[src/rtl/fwd_hazard_ctrl_pkg.sv]
// rtl/fwd_hazard_ctrl_pkg.sv - shared select codes, FSM encoding and helpers for forwarding/hazard control
package fwd_hazard_ctrl_pkg;

    localparam logic [1:0] SEL_RF    = 2'b00;
    localparam logic [1:0] SEL_EXMEM = 2'b10;
    localparam logic [1:0] SEL_MEMWB = 2'b01;

    typedef enum logic {
        ST_RUN   = 1'b0,
        ST_STALL = 1'b1
    } fsm_state_t;

    function automatic logic [15:0] sat_inc16(input logic [15:0] v);
        return (v == 16'hFFFF) ? v : v + 16'd1;
    endfunction

endpackage

[src/rtl/fwd_compare.sv]
// rtl/fwd_compare.sv - single-operand forwarding select from EX/MEM producer tracking
module fwd_compare
    import fwd_hazard_ctrl_pkg::*;
#(
    parameter int REG_ADDR_W = 5
) (
    input  logic [REG_ADDR_W-1:0] rs,
    input  logic                  use_rs,
    input  logic                  ex_valid,
    input  logic                  ex_reg_write,
    input  logic [REG_ADDR_W-1:0] ex_rd,
    input  logic                  mem_valid,
    input  logic                  mem_reg_write,
    input  logic [REG_ADDR_W-1:0] mem_rd,
    output logic [1:0]            sel
);

    logic ex_hit;
    logic mem_hit;

    // x0 is hard-wired zero, so a write to it never produces a forwardable value
    always_comb begin
        ex_hit  = use_rs & ex_valid & ex_reg_write & (ex_rd != '0) & (ex_rd == rs);
        mem_hit = use_rs & mem_valid & mem_reg_write & (mem_rd != '0) & (mem_rd == rs);
        sel     = SEL_RF;
        if (ex_hit) begin
            sel = SEL_EXMEM;
        end else if (mem_hit) begin
            sel = SEL_MEMWB;
        end
    end

endmodule

[src/rtl/fwd_hazard_ctrl.sv]
// rtl/fwd_hazard_ctrl.sv - EX/MEM/WB tracking, load-use stall FSM and registered forwarding selects
module fwd_hazard_ctrl
    import fwd_hazard_ctrl_pkg::*;
#(
    parameter int REG_ADDR_W = 5
) (
    input  logic                  clk,
    input  logic                  arst_n,
    input  logic                  enable,
    input  logic                  flush,
    input  logic                  id_valid,
    input  logic [REG_ADDR_W-1:0] id_rs1,
    input  logic [REG_ADDR_W-1:0] id_rs2,
    input  logic                  id_use_rs1,
    input  logic                  id_use_rs2,
    input  logic [REG_ADDR_W-1:0] id_rd,
    input  logic                  id_reg_write,
    input  logic                  id_mem_read,
    output logic                  stall,
    output logic [1:0]            fwd_a_sel,
    output logic [1:0]            fwd_b_sel,
    output logic                  ex_bubble,
    output logic [15:0]           stall_count
);

    logic                  ex_valid_q,  ex_valid_d;
    logic [REG_ADDR_W-1:0] ex_rd_q,     ex_rd_d;
    logic                  ex_rw_q,     ex_rw_d;
    logic                  ex_mr_q,     ex_mr_d;
    logic                  mem_valid_q, mem_valid_d;
    logic [REG_ADDR_W-1:0] mem_rd_q,    mem_rd_d;
    logic                  mem_rw_q,    mem_rw_d;
    logic                  mem_mr_q,    mem_mr_d;
    logic                  wb_valid_q,  wb_valid_d;
    logic [REG_ADDR_W-1:0] wb_rd_q,     wb_rd_d;
    logic                  wb_rw_q,     wb_rw_d;
    logic                  wb_mr_q,     wb_mr_d;
    fsm_state_t            state_q,     state_d;
    logic [1:0]            fwd_a_sel_q, fwd_a_sel_d;
    logic [1:0]            fwd_b_sel_q, fwd_b_sel_d;
    logic                  ex_bubble_q, ex_bubble_d;
    logic [15:0]           stall_cnt_q, stall_cnt_d;

    logic [1:0] sel_a;
    logic [1:0] sel_b;
    logic       ex_load_prod;
    logic       load_use;
    logic       stall_c;
    logic       bubble_in;
    logic       unused_wb;

    fwd_compare #(.REG_ADDR_W(REG_ADDR_W)) u_cmp_a (
        .rs           (id_rs1),
        .use_rs       (id_use_rs1),
        .ex_valid     (ex_valid_q),
        .ex_reg_write (ex_rw_q),
        .ex_rd        (ex_rd_q),
        .mem_valid    (mem_valid_q),
        .mem_reg_write(mem_rw_q),
        .mem_rd       (mem_rd_q),
        .sel          (sel_a)
    );

    fwd_compare #(.REG_ADDR_W(REG_ADDR_W)) u_cmp_b (
        .rs           (id_rs2),
        .use_rs       (id_use_rs2),
        .ex_valid     (ex_valid_q),
        .ex_reg_write (ex_rw_q),
        .ex_rd        (ex_rd_q),
        .mem_valid    (mem_valid_q),
        .mem_reg_write(mem_rw_q),
        .mem_rd       (mem_rd_q),
        .sel          (sel_b)
    );

    // A load in EX cannot feed ID's consumer yet; one bubble lets it reach MEM
    always_comb begin
        ex_load_prod = ex_valid_q & ex_rw_q & ex_mr_q & (ex_rd_q != '0);
        load_use     = ex_load_prod &
                       ((id_use_rs1 & (id_rs1 == ex_rd_q)) |
                        (id_use_rs2 & (id_rs2 == ex_rd_q)));
        stall_c      = id_valid & ~flush & (state_q == ST_RUN) & load_use;
        bubble_in    = stall_c | flush;
    end

    always_comb begin
        ex_valid_d  = ex_valid_q;
        ex_rd_d     = ex_rd_q;
        ex_rw_d     = ex_rw_q;
        ex_mr_d     = ex_mr_q;
        mem_valid_d = mem_valid_q;
        mem_rd_d    = mem_rd_q;
        mem_rw_d    = mem_rw_q;
        mem_mr_d    = mem_mr_q;
        wb_valid_d  = wb_valid_q;
        wb_rd_d     = wb_rd_q;
        wb_rw_d     = wb_rw_q;
        wb_mr_d     = wb_mr_q;
        state_d     = state_q;
        fwd_a_sel_d = fwd_a_sel_q;
        fwd_b_sel_d = fwd_b_sel_q;
        ex_bubble_d = ex_bubble_q;
        stall_cnt_d = stall_cnt_q;
        if (enable) begin
            wb_valid_d  = mem_valid_q;
            wb_rd_d     = mem_rd_q;
            wb_rw_d     = mem_rw_q;
            wb_mr_d     = mem_mr_q;
            mem_valid_d = ex_valid_q;
            mem_rd_d    = ex_rd_q;
            mem_rw_d    = ex_rw_q;
            mem_mr_d    = ex_mr_q;
            if (bubble_in) begin
                ex_valid_d = 1'b0;
                ex_rd_d    = '0;
                ex_rw_d    = 1'b0;
                ex_mr_d    = 1'b0;
            end else begin
                ex_valid_d = id_valid;
                ex_rd_d    = id_rd;
                ex_rw_d    = id_reg_write;
                ex_mr_d    = id_mem_read;
            end
            fwd_a_sel_d = (bubble_in | ~id_valid) ? SEL_RF : sel_a;
            fwd_b_sel_d = (bubble_in | ~id_valid) ? SEL_RF : sel_b;
            ex_bubble_d = bubble_in;
            // STALL always lasts exactly one enabled edge; flush lands here too
            state_d     = stall_c ? ST_STALL : ST_RUN;
            if (stall_c) begin
                stall_cnt_d = sat_inc16(stall_cnt_q);
            end
        end
    end

    always_ff @(posedge clk or negedge arst_n) begin
        if (!arst_n) begin
            ex_valid_q  <= 1'b0;
            ex_rd_q     <= '0;
            ex_rw_q     <= 1'b0;
            ex_mr_q     <= 1'b0;
            mem_valid_q <= 1'b0;
            mem_rd_q    <= '0;
            mem_rw_q    <= 1'b0;
            mem_mr_q    <= 1'b0;
            wb_valid_q  <= 1'b0;
            wb_rd_q     <= '0;
            wb_rw_q     <= 1'b0;
            wb_mr_q     <= 1'b0;
            state_q     <= ST_RUN;
            fwd_a_sel_q <= SEL_RF;
            fwd_b_sel_q <= SEL_RF;
            ex_bubble_q <= 1'b0;
            stall_cnt_q <= 16'd0;
        end else begin
            ex_valid_q  <= ex_valid_d;
            ex_rd_q     <= ex_rd_d;
            ex_rw_q     <= ex_rw_d;
            ex_mr_q     <= ex_mr_d;
            mem_valid_q <= mem_valid_d;
            mem_rd_q    <= mem_rd_d;
            mem_rw_q    <= mem_rw_d;
            mem_mr_q    <= mem_mr_d;
            wb_valid_q  <= wb_valid_d;
            wb_rd_q     <= wb_rd_d;
            wb_rw_q     <= wb_rw_d;
            wb_mr_q     <= wb_mr_d;
            state_q     <= state_d;
            fwd_a_sel_q <= fwd_a_sel_d;
            fwd_b_sel_q <= fwd_b_sel_d;
            ex_bubble_q <= ex_bubble_d;
            stall_cnt_q <= stall_cnt_d;
        end
    end

    // WB is tracked for completeness of the stage model; no current consumer reads it
    assign unused_wb = ^{wb_valid_q, wb_rd_q, wb_rw_q, wb_mr_q};

    assign stall       = stall_c;
    assign fwd_a_sel   = fwd_a_sel_q;
    assign fwd_b_sel   = fwd_b_sel_q;
    assign ex_bubble   = ex_bubble_q;
    assign stall_count = stall_cnt_q;

endmodule

[config.mk]
export PLATFORM = sky130hd
export DESIGN_NAME = fwd_hazard_ctrl
export DESIGN_NICKNAME = d
export VERILOG_FILES = /design/src/rtl/fwd_hazard_ctrl_pkg.sv /design/src/rtl/fwd_compare.sv /design/src/rtl/fwd_hazard_ctrl.sv
export SDC_FILE = /design/constraint.sdc
export NUM_CORES = 1
export LEC_CHECK = 0
export BUFFER_PORTS_ARGS = -buffer_cell sky130_fd_sc_hd__buf_2
export CORE_MARGIN = 2
export CORE_UTILIZATION = 53
export DETAILED_ROUTE_END_ITERATION = 6
export GPL_TIMING_DRIVEN = 0
export PLACE_DENSITY = 0.85
export SLEW_MARGIN = 0
export SYNTH_ARGS = -nofsm -noshare
export SYNTH_HDL_FRONTEND = slang
export SYNTH_SLANG_ARGS = --single-unit
[constraint.sdc]
create_clock -name clk -period 2.8 [get_ports clk]
set_input_delay 0.14 -clock clk [delete_from_list [all_inputs] [get_ports clk]]
set_output_delay 0.14 -clock clk [all_outputs]
set_load 0.01 [all_outputs]
==> impl_metrics.csv, run 1 <==
group,metric,value,unit
timing,worst_clock_skew,4.76,ps
logic_synthesis,ys_types,43,
clock_tree,cts_root_buf,"clkbuf_8",
setup_path,arrival,2170,ps
placement,dp_hpwl,3040,um
logic_synthesis,syn_inst,170,
placement,io_buffer_count,45,
grt,grtUsageTotal,0.214,
grt,grt_max_degree,38,
power_and_ir_drop,ir_drop,0.000367,V
detailed_routing,num_vias,1520,
finish,nFillCells,309,
grt,grt_pass1_wl,6840,um
detailed_routing,wl_met2,2010,um
timing,hold_slack,93.1,ps
setup_path,cp-startpoint,"ex_rd_q[0]",
grt,grt_pass1_vias,1448,
timing,min_period,2310,ps
floorplan,io_pins,46,
timing,worstMarginPinSlew,805,ps
floorplan,fp.dieW,65.4,um
timing,hold_violations,0,
detailed_routing,wl_met1,1800,um
finish,fin_nets,248,
logic_synthesis,synthTopCellsByArea,"dfrtp_1 46%, xnor2_1 8.3%, xor2_1 7.0%",
clock_tree,tritoncts,"done",
finish,fin_area,2380,um2
logic_synthesis,ys_ff_latch,37,
clock_tree,clock_path_buffers,2,
setup_path,worstSetupEndpointType,"primary output",
floorplan,start_util,0.550,
placement,place.gp.congestion,0.866,
detailed_routing,wl_per_cell,15.1,um
setup_path,r2r_setup_slack,520,ps
timing,fin_tns_setup,0,ps
timing,maxSlewViolCount,0,
setup_path,crit_end,"stall",
outcome,status,"complete, no violations",
detailed_routing,totalWireLength,4090,um
logic_synthesis,syn_area,2000,um2
setup_path,critical_path_class,"reg -> out",
logic_synthesis,syn_nets,195,
timing,fmax,434,MHz
logic_synthesis,synth-seq-area-share,0.464,
detailed_routing,wl_met3,204,um
detailed_routing,dr.pass1.iters,6,
grt,globalRouteOverflowTotal,0,
logic_synthesis,synth.avg_cell_area,11.7,um2
placement,pre_cts_ws,536,ps
floorplan,fp.dieH,65.4,um
power_and_ir_drop,total_leakage_power,1.16,nW
logic_synthesis,ys_warn_count,0,
timing,fin_crit_sh,0.824,
setup_path,r2r_end,"stall_count[1]",
floorplan,coreArea,3630,um2
detailed_routing,top_layer,"met4",
clock_tree,clock_latency,290,ps
logic_synthesis,synth_largest_area_cell,"dfrtp_1",
grt,antenna_found_initial,0,
timing,slew_headroom,0.463,
timing,finalSetupViolCount,0,
flow_run,cap_violations,0,
logic_synthesis,synth_top_area_share,0.464,
clock_tree,htree_levels,2,
finish,antennaDiodeCount,0,
min_path,hold_path.class,"in -> reg",
clock_tree,cts.sinks,37,
clock_tree,path_clk_slew,70,ps
floorplan,fp.dieArea,4270,um2
finish,syn_to_final_growth,19.1,%
setup_path,worstPathRequired,2660,ps
detailed_routing,initialDrtViolationCount,101,
detailed_routing,routed_via_density,5.61,
placement,placed_cell_area,2280,um2
clock_tree,cts_setup_buffers,0,
setup_path,crit_fanout,10,
timing,finalWorstSetupSlack,494,ps
power_and_ir_drop,total_power,1.09,mW
floorplan,fp-row-count,22,
finish,drive_gt1_frac,0.341,
setup_path,cp-start-kind,"register",
setup_path,rr_worst_depth,6,
detailed_routing,drc,0,
clock_tree,cts_resized,0,
clock_tree,cts_hold_buf,1,
setup_path,reg2reg_from,"stall_count[0]",
detailed_routing,drtAntennaViolNets,0,
power_and_ir_drop,power_density,458,nW/um2
timing,rsz0062_at_grt,"no",
clock_tree,cts_buffers,5,
==> how the worst min path moves through the flow <==
stage | depth (start not counted) | slack (ps) | startpoint | end
after floorplan | 0 | -160 | arst_n | ex_bubble
after global placement | 1 | 270 | arst_n | stall_count[11]
after detailed placement | 1 | 270 | arst_n | stall_count[11]
after CTS | 2 | 90 | id_mem_read | ex_mr_q
after global routing | 2 | 90 | id_rd[2] | ex_rd_q[2]
final | 2 | 90 | id_mem_read | ex_mr_q
==> flip-flops by register name, summed over array words and instances, names as in the netlist, 2 cells and up <==
name	flops
fwd_a_sel	2
ex_rd_q	5
stall_count	16
fwd_b_sel	2
mem_rd_q	5
==> Yosys cell counts <==
| cell type | count |
|---|---|
| nor2_1 | 5 |
| buf_1 | 1 |
| and2_1 | 5 |
| dfrtp_1 | 37 |
| nor4_2 | 1 |
| buf_4 | 1 |
| a21oi_1 | 2 |
| or4_4 | 1 |
| o32ai_2 | 2 |
| inv_1 | 3 |
| a32o_1 | 7 |
| and3b_2 | 1 |
| or2_1 | 1 |
| o2111ai_1 | 1 |
| or4_1 | 1 |
| nor3b_1 | 1 |
| o21ai_0 | 1 |
| a2111oi_4 | 1 |
| nand4_1 | 7 |
| nor3_1 | 1 |
| nand3_1 | 9 |
| buf_6 | 1 |
| nand2_4 | 2 |
| and4b_1 | 1 |
| a22o_1 | 2 |
| and3_4 | 3 |
| mux2_4 | 1 |
| nand2_1 | 6 |
| and3_1 | 7 |
| xor2_1 | 16 |
| inv_2 | 1 |
| clkbuf_1 | 1 |
| or2b_2 | 1 |
| xnor2_1 | 19 |
| o2bb2ai_1 | 2 |
| nand4b_1 | 2 |
| mux2_2 | 8 |
| nor4_1 | 3 |
| ha_1 | 1 |
| nand3b_1 | 1 |
| o21ai_4 | 1 |
| a41o_1 | 1 |
| nand2b_1 | 1 |
==> where the power goes <==
part / switching (mW) / internal [mW]
clock network: 0.183 / 0.195
registers: 0.0294 / 0.556
logic: 0.0635 / 0.0635
total: 0.276 / 0.814
==> cell usage in the layout, fill, tap and decap left out, types with 5 or more instances in the layout <==
| master | n |
|---|---|
| and2_1 | 5 |
| nand2_1 | 6 |
| xor2_1 | 16 |
| dfrtp_1 | 37 |
| xnor2_1 | 19 |
| buf_2 | 45 |
| a32o_1 | 7 |
| nor2_1 | 5 |
| mux2_2 | 8 |
| and3_1 | 7 |
| clkbuf_8 | 6 |
| nand4_1 | 7 |
| nand3_1 | 9 |
==> final cells by class <==
type | count | area (um2) | share of cell area
Sequential cell | 37 | 926 | 0.389
Timing Repair Buffer | 46 | 235 | 0.0989
Buffer | 4 | 26.3 | 0.0110
Multi-Input combinational cell | 125 | 1030 | 0.433
Tap cell | 48 | 60.1 | 0.0252
Inverter | 4 | 15.0 | 0.00631
Clock buffer | 7 | 86.3 | 0.0363
==> metal layers <==
layer / track usage / up-vias
li1: - / 730
met1: 0.279 / 745
met2: 0.339 / 37
met3: 0.0497 / 8
met4: 0.0964 / 0
met5: 0 / -
==> stage by stage <==
step            util  cells
6_report       0.655    271
5_1_grt        0.655    271
4_1_cts        0.655    271
3_5_place_dp   0.628    263
3_3_place_gp   0.628    263
2_1_floorplan      -    170
==> critical path, stage by stage, from the launching register on <==
cell,delay [ps]
dfrtp_1,450
xor2_1,220
nor4_2,440
a22o_1,210
buf_4,180
nand2_4,110
inv_2,130
buf_2,140
==> cell families after synthesis <==
kind of cell | count (synthesis) | synth area share
simple gates | 60 | 0.195
flops | 37 | 0.464
xor+xnor | 35 | 0.154
compound gates | 20 | 0.108
mux | 9 | 0.0526
buf+inv | 8 | 0.0207
fa+ha+maj | 1 | 0.00626
No activity file was read; power rests on OpenSTA's default activity.
==> run 2: changes to the inputs <==
==> constraint.sdc (replaced) <==
create_clock -name clk -period 2.15 [get_ports clk]
set_input_delay 0.1075 -clock clk [delete_from_list [all_inputs] [get_ports clk]]
set_output_delay 0.1075 -clock clk [all_outputs]
set_load 0.01 [all_outputs]
==> impl_metrics.csv, run 2 (synthesized netlist as in run 1, its figures left out) <==
group,metric,value,unit
outcome,status,"complete, no violations",
clock_tree,clock_path_buffers,2,
placement,pre_cts_ws,-114,ps
setup_path,crit_fanout,10,
timing,finalSetupViolCount,0,
floorplan,io_pins,46,
finish,regArea,931,um2
grt,grt_pass1_wl,6900,um
placement,dp_hpwl,3040,um
flow_run,cap_violations,0,
detailed_routing,dr.pass1.iters,4,
floorplan,fp-row-count,22,
clock_tree,path_clk_slew,70,ps
finish,fin_nets,257,
detailed_routing,drc,0,
placement,place.gp.congestion,0.866,
floorplan,fp.dieH,65.4,um
floorplan,fp.dieW,65.4,um
detailed_routing,wl_met2,2160,um
setup_path,arrival,1980,ps
detailed_routing,drtAntennaViolNets,0,
detailed_routing,wl_per_cell,15.3,um
timing,worstMarginPinSlew,800,ps
detailed_routing,wl_met1,1820,um
grt,grtUsageTotal,0.215,
timing,fmax,479,MHz
setup_path,critical_path_class,"reg -> out",
finish,syn_to_final_growth,23.7,%
setup_path,cp-start-kind,"register",
clock_tree,tritoncts,"done",
power_and_ir_drop,clkPwrFrac,0.342,
detailed_routing,num_vias,1580,
clock_tree,cts_root_buf,"clkbuf_8",
detailed_routing,wl_met3,249,um
timing,maxSlewViolCount,0,
finish,largest_register_ffs,16,
grt,antenna_found_initial,0,
detailed_routing,totalWireLength,4300,um
timing,slew_headroom,0.467,
grt,grt_pass1_vias,1457,
min_path,hold_path.class,"in -> reg",
grt,globalRouteOverflowTotal,0,
clock_tree,cts.sinks,37,
timing,fin_crit_sh,0.971,
finish,final_util,0.680,
power_and_ir_drop,switchingPower,365,uW
timing,min_period,2090,ps
detailed_routing,initialDrtViolationCount,107,
setup_path,worstPathRequired,2040,ps
floorplan,fp.dieArea,4270,um2
power_and_ir_drop,total_power,1.44,mW
floorplan,start_util,0.550,
power_and_ir_drop,p_seq_frac,0.531,
grt,grt_max_degree,38,
power_and_ir_drop,power_frac_comb,0.126,
power_and_ir_drop,total_leakage_power,1.20,nW
clock_tree,clock_latency,290,ps
power_and_ir_drop,ir_drop,0.000471,V
setup_path,worstSetupEndpointType,"primary output",
timing,worst_clock_skew,7.86,ps
finish,final_common_cell,"buf_2",
placement,placedCellCount,263,
finish,multi_input_area,1040,um2
timing,hold_violations,0,
finish,nFillCells,290,
timing,finalWorstSetupSlack,61.8,ps
power_and_ir_drop,p_int,1.07,mW
detailed_routing,routed_via_density,5.64,
finish,final_cells,280,
power_and_ir_drop,power_density,582,nW/um2
finish,final_cell_mix,"45 x buf_2, 33 x dfrtp_1, 19 x xnor2_1, 16 x xor2_1, 9 x nand3_1",
finish,antennaDiodeCount,0,
placement,io_buffer_count,45,
detailed_routing,top_layer,"met4",
finish,drive_gt1_frac,0.392,
clock_tree,htree_levels,2,
clock_tree,cts_buffers,5,
floorplan,coreArea,3630,um2
power_and_ir_drop,swShare,0.254,
[run 2: changes by cell type in the layout (fill, tap and decap cells not counted), sizes merged]
cell / change
buf: +9
[run 2: worst max-delay path, stage by stage, from the launching register on]
cell and delay [ps]:
dfrtp_2 450, xor2_1 200, nor4_2 280, buf_4 160, a22o_1 150, buf_6 120
nand2_4 90, inv_4 110, buf_2 130
[run 2: area by class of cell]
cell class	count	share of cell area
multi-input cells	125	0.420
flip-flops and latches	37	0.377
repair buffers	55	0.124
clock buffers	7	0.0350
well taps	48	0.0243
plain buffers	4	0.0122
inverters	4	0.00709
[run 2: through the flow]
| stage | hold slack, ps | cell area (um2) | TNS, ps |
|---|---|---|---|
| after floorplan | -188 | 2000 | 0 |
| after detailed placement | 241 | 2280 | -509 |
| final | 59.3 | 2470 | 0 |
| after global routing | 62.0 | 2470 | -25.2 |
| after CTS | 59.3 | 2410 | -59.1 |
| after global placement | 236 | 2280 | -140 |
[run 2: power groups by stage]
stage | Sequential (mW) | Combinational (mW) | Clock, mW
4_1_cts | 0.761 | 0.172 | 0.498
5_1_grt | 0.767 | 0.199 | 0.533
3_5_place_dp | 0.774 | 0.164 | 0
6_report | 0.764 | 0.181 | 0.492
3_3_place_gp | 0.773 | 0.161 | 0
2_1_floorplan | 0.764 | 0.104 | 0
[run 2: repair_timing]
| action | in CTS | in global routing |
|---|---|---|
| pin swaps | 2 | 4 |
| buffers inserted | 3 | 6 |
| resized for setup | 1 | 8 |
| endpoints found under the setup margin | 11 | 2 |
| hold buffers | 1 | 0 |
| hold endpoints to repair | 37 | 0 |
[run 2: path summary, 6_finish.rpt]
check | start | to | slack (ps) | cells past startpoint
setup / recovery | ex_rd_q[0] | stall | 60 | 8
hold / removal | id_mem_read | ex_mr_q | 60 | 2
setup reg to reg | stall_count[0] | stall_count[1] | 80 | 7
hold reg to reg | stall_count[13] | stall_count[13] | 500 | 1
max in group asynchronous | arst_n | ex_rd_q[2] | 1150 | 2
min in group asynchronous | arst_n | stall_count[11] | 430 | 2
[run 2: layer usage]
| layer | GRT usage | up-vias |
|---|---|---|
| li1 | - | 752 |
| met1 | 0.277 | 775 |
| met2 | 0.343 | 44 |
| met3 | 0.0514 | 9 |
| met4 | 0.0990 | 0 |
| met5 | 0 | - |
==> run 3: changes to the inputs <==
--- a/config.mk
+++ b/config.mk
@@ -10,6 +10,7 @@
 export CORE_UTILIZATION = 53
 export DETAILED_ROUTE_END_ITERATION = 6
 export GPL_TIMING_DRIVEN = 0
+export MAX_ROUTING_LAYER = met4
 export PLACE_DENSITY = 0.85
 export SLEW_MARGIN = 0
 export SYNTH_ARGS = -nofsm -noshare
==> impl_metrics.csv, run 3 (synthesized netlist as in run 1, its figures left out) <==
group,metric,value,unit
timing,worst_clock_skew,7.64,ps
floorplan,start_util,0.550,
grt,grt_use_met2,0.344,
timing,finalSetupViolCount,0,
grt,antenna_found_initial,0,
clock_tree,htree_levels,2,
placement,placedCellCount,263,
finish,drive_gt1_frac,0.392,
placement,dp_hpwl,3040,um
timing,min_period,2090,ps
detailed_routing,num_vias,1579,
power_and_ir_drop,power_density,584,nW/um2
timing,maxSlewViolCount,0,
outcome,status,"complete, no violations",
timing,worstMarginPinSlew,812,ps
detailed_routing,routed_via_density,5.64,
clock_tree,cts_root_buf,"clkbuf_8",
grt,busiest_layer,"met2",
grt,grt_pass1_wl,6910,um
power_and_ir_drop,total_leakage_power,1.20,nW
detailed_routing,initialDrtViolationCount,117,
clock_tree,tritoncts,"done",
clock_tree,clock_latency,290,ps
placement,place.gp.congestion,0.880,
setup_path,worstSetupEndpointType,"primary output",
finish,final_cell_mix,"45 x buf_2, 33 x dfrtp_1, 19 x xnor2_1, 16 x xor2_1, 9 x nand3_1",
setup_path,worstPathRequired,2040,ps
placement,io_buffer_count,45,
setup_path,cp_top_family,"buffers and inverters",
finish,final_cells,280,
detailed_routing,wl_per_cell,15.6,um
flow_run,cap_violations,0,
floorplan,io_pins,46,
timing,fin_tns_setup,0,ps
setup_path,cp.buffers_inverters,4,
clock_tree,clock_path_buffers,2,
finish,largest_register_ffs,16,
timing,finalWorstSetupSlack,64.7,ps
setup_path,cp-start-kind,"register",
finish,fin_nets,257,
clock_tree,path_clk_slew,70,ps
timing,hold_violations,0,
timing,fin_crit_sh,0.970,
detailed_routing,drc,0,
grt,grt_pass1_vias,1459,
finish,antennaDiodeCount,0,
detailed_routing,drtAntennaViolNets,0,
power_and_ir_drop,total_power,1.44,mW
floorplan,fp.dieH,65.4,um
clock_tree,cts.sinks,37,
placement,pre_cts_ws,-114,ps
grt,globalRouteOverflowTotal,0,
clock_tree,cts_buffers,5,
setup_path,arrival,1980,ps
timing,fmax,480,MHz
power_and_ir_drop,ir_drop,0.000474,V
setup_path,critical_path_class,"reg -> out",
detailed_routing,dr.pass1.iters,4,
finish,syn_to_final_growth,23.7,%
grt,grtUsageTotal,0.221,
setup_path,crit_fanout,10,
setup_path,cpMaxStageDelayCell,"dfrtp_2",
finish,nFillCells,290,
setup_path,max_stage_delay,450,ps
detailed_routing,totalWireLength,4370,um
grt,globalRouteMet3Util,0.0462,
floorplan,fp-row-count,22,
grt,use_met1,0.280,
grt,grt_max_degree,38,
timing,slew_headroom,0.459,
finish,final_common_cell,"buf_2",
min_path,hold_path.class,"in -> reg",
setup_path,crit_chain,"xor2_1 -> nor4_2 -> buf_4 -> a22o_1 -> buf_6 -> nand2_4 -> inv_4 -> buf_2",
floorplan,coreArea,3630,um2
floorplan,fp.dieArea,4270,um2
floorplan,fp.dieW,65.4,um
==> run 3: cell counts in the layout (fill, tap and decap cells not counted) <==
No cell type changed its count.
==> run 3: worst paths after layout <==
path | start | end | slack, ps | cells after the start
max in group asynchronous | arst_n | ex_rd_q[2] | 1140 | 2
setup / recovery | ex_rd_q[0] | stall | 60 | 8
min in group asynchronous | arst_n | stall_count[11] | 440 | 2
hold / removal | id_mem_read | ex_mr_q | 60 | 2
setup reg to reg | stall_count[0] | stall_count[1] | 80 | 7
hold reg to reg | stall_count[13] | stall_count[13] | 500 | 1
==> run 3: layer usage <==
metal / part of all wire / routed length, um
met5: 0 / 0
met4: 0.017 / 73
met1: 0.44 / 1940
met2: 0.49 / 2150
met3: 0.048 / 209
==> run 3: worst register-to-register path, delay by kind of cell (launching register included) <==
kind | cells | cell delay [ps]
AND/OR/NAND/NOR | 3 | 490
multiplexers | 1 | 290
buffers and inverters | 1 | 200
flip-flops | 1 | 420
adder cells (fa/ha/maj) | 1 | 230
AO/OA/AOI/OAI | 1 | 340
==> run 3: per-stage QoR <==
stage | util | area [um2] | hold slack, ps
2_1_floorplan | - | 2000 | -188
3_3_place_gp | 0.628 | 2280 | 236
3_5_place_dp | 0.628 | 2280 | 241
4_1_cts | 0.663 | 2410 | 59.3
5_1_grt | 0.680 | 2470 | 62.0
6_report | 0.680 | 2470 | 58.9
==> run 3: cell type report <==
type	count	area (um2)	share of cell area
inverter	4	17.5	0.00709
timing repair buffer	55	307	0.124
clock buffer	7	86.3	0.0350
multi-input combinational	125	1040	0.420
tap	48	60.1	0.0243
buffer	4	30.0	0.0122
sequential	37	931	0.377
==> run 3: repair_timing <==
item | 4_1_cts | 5_1_grt
endpoints found under the hold margin | 37 | 0
endpoints found under the setup margin | 11 | 2
hold buffers | 1 | 0
gates resized for setup | 1 | 8
setup buffers | 3 | 6
pin swaps | 2 | 4
==> run 3: report_power, final <==
group	total [mW]	switching (mW)	internal (mW)
Sequential	0.764	0.0390	0.725
Clock	0.496	0.241	0.254
Combinational	0.182	0.0889	0.0930
Total	1.44	0.369	1.07
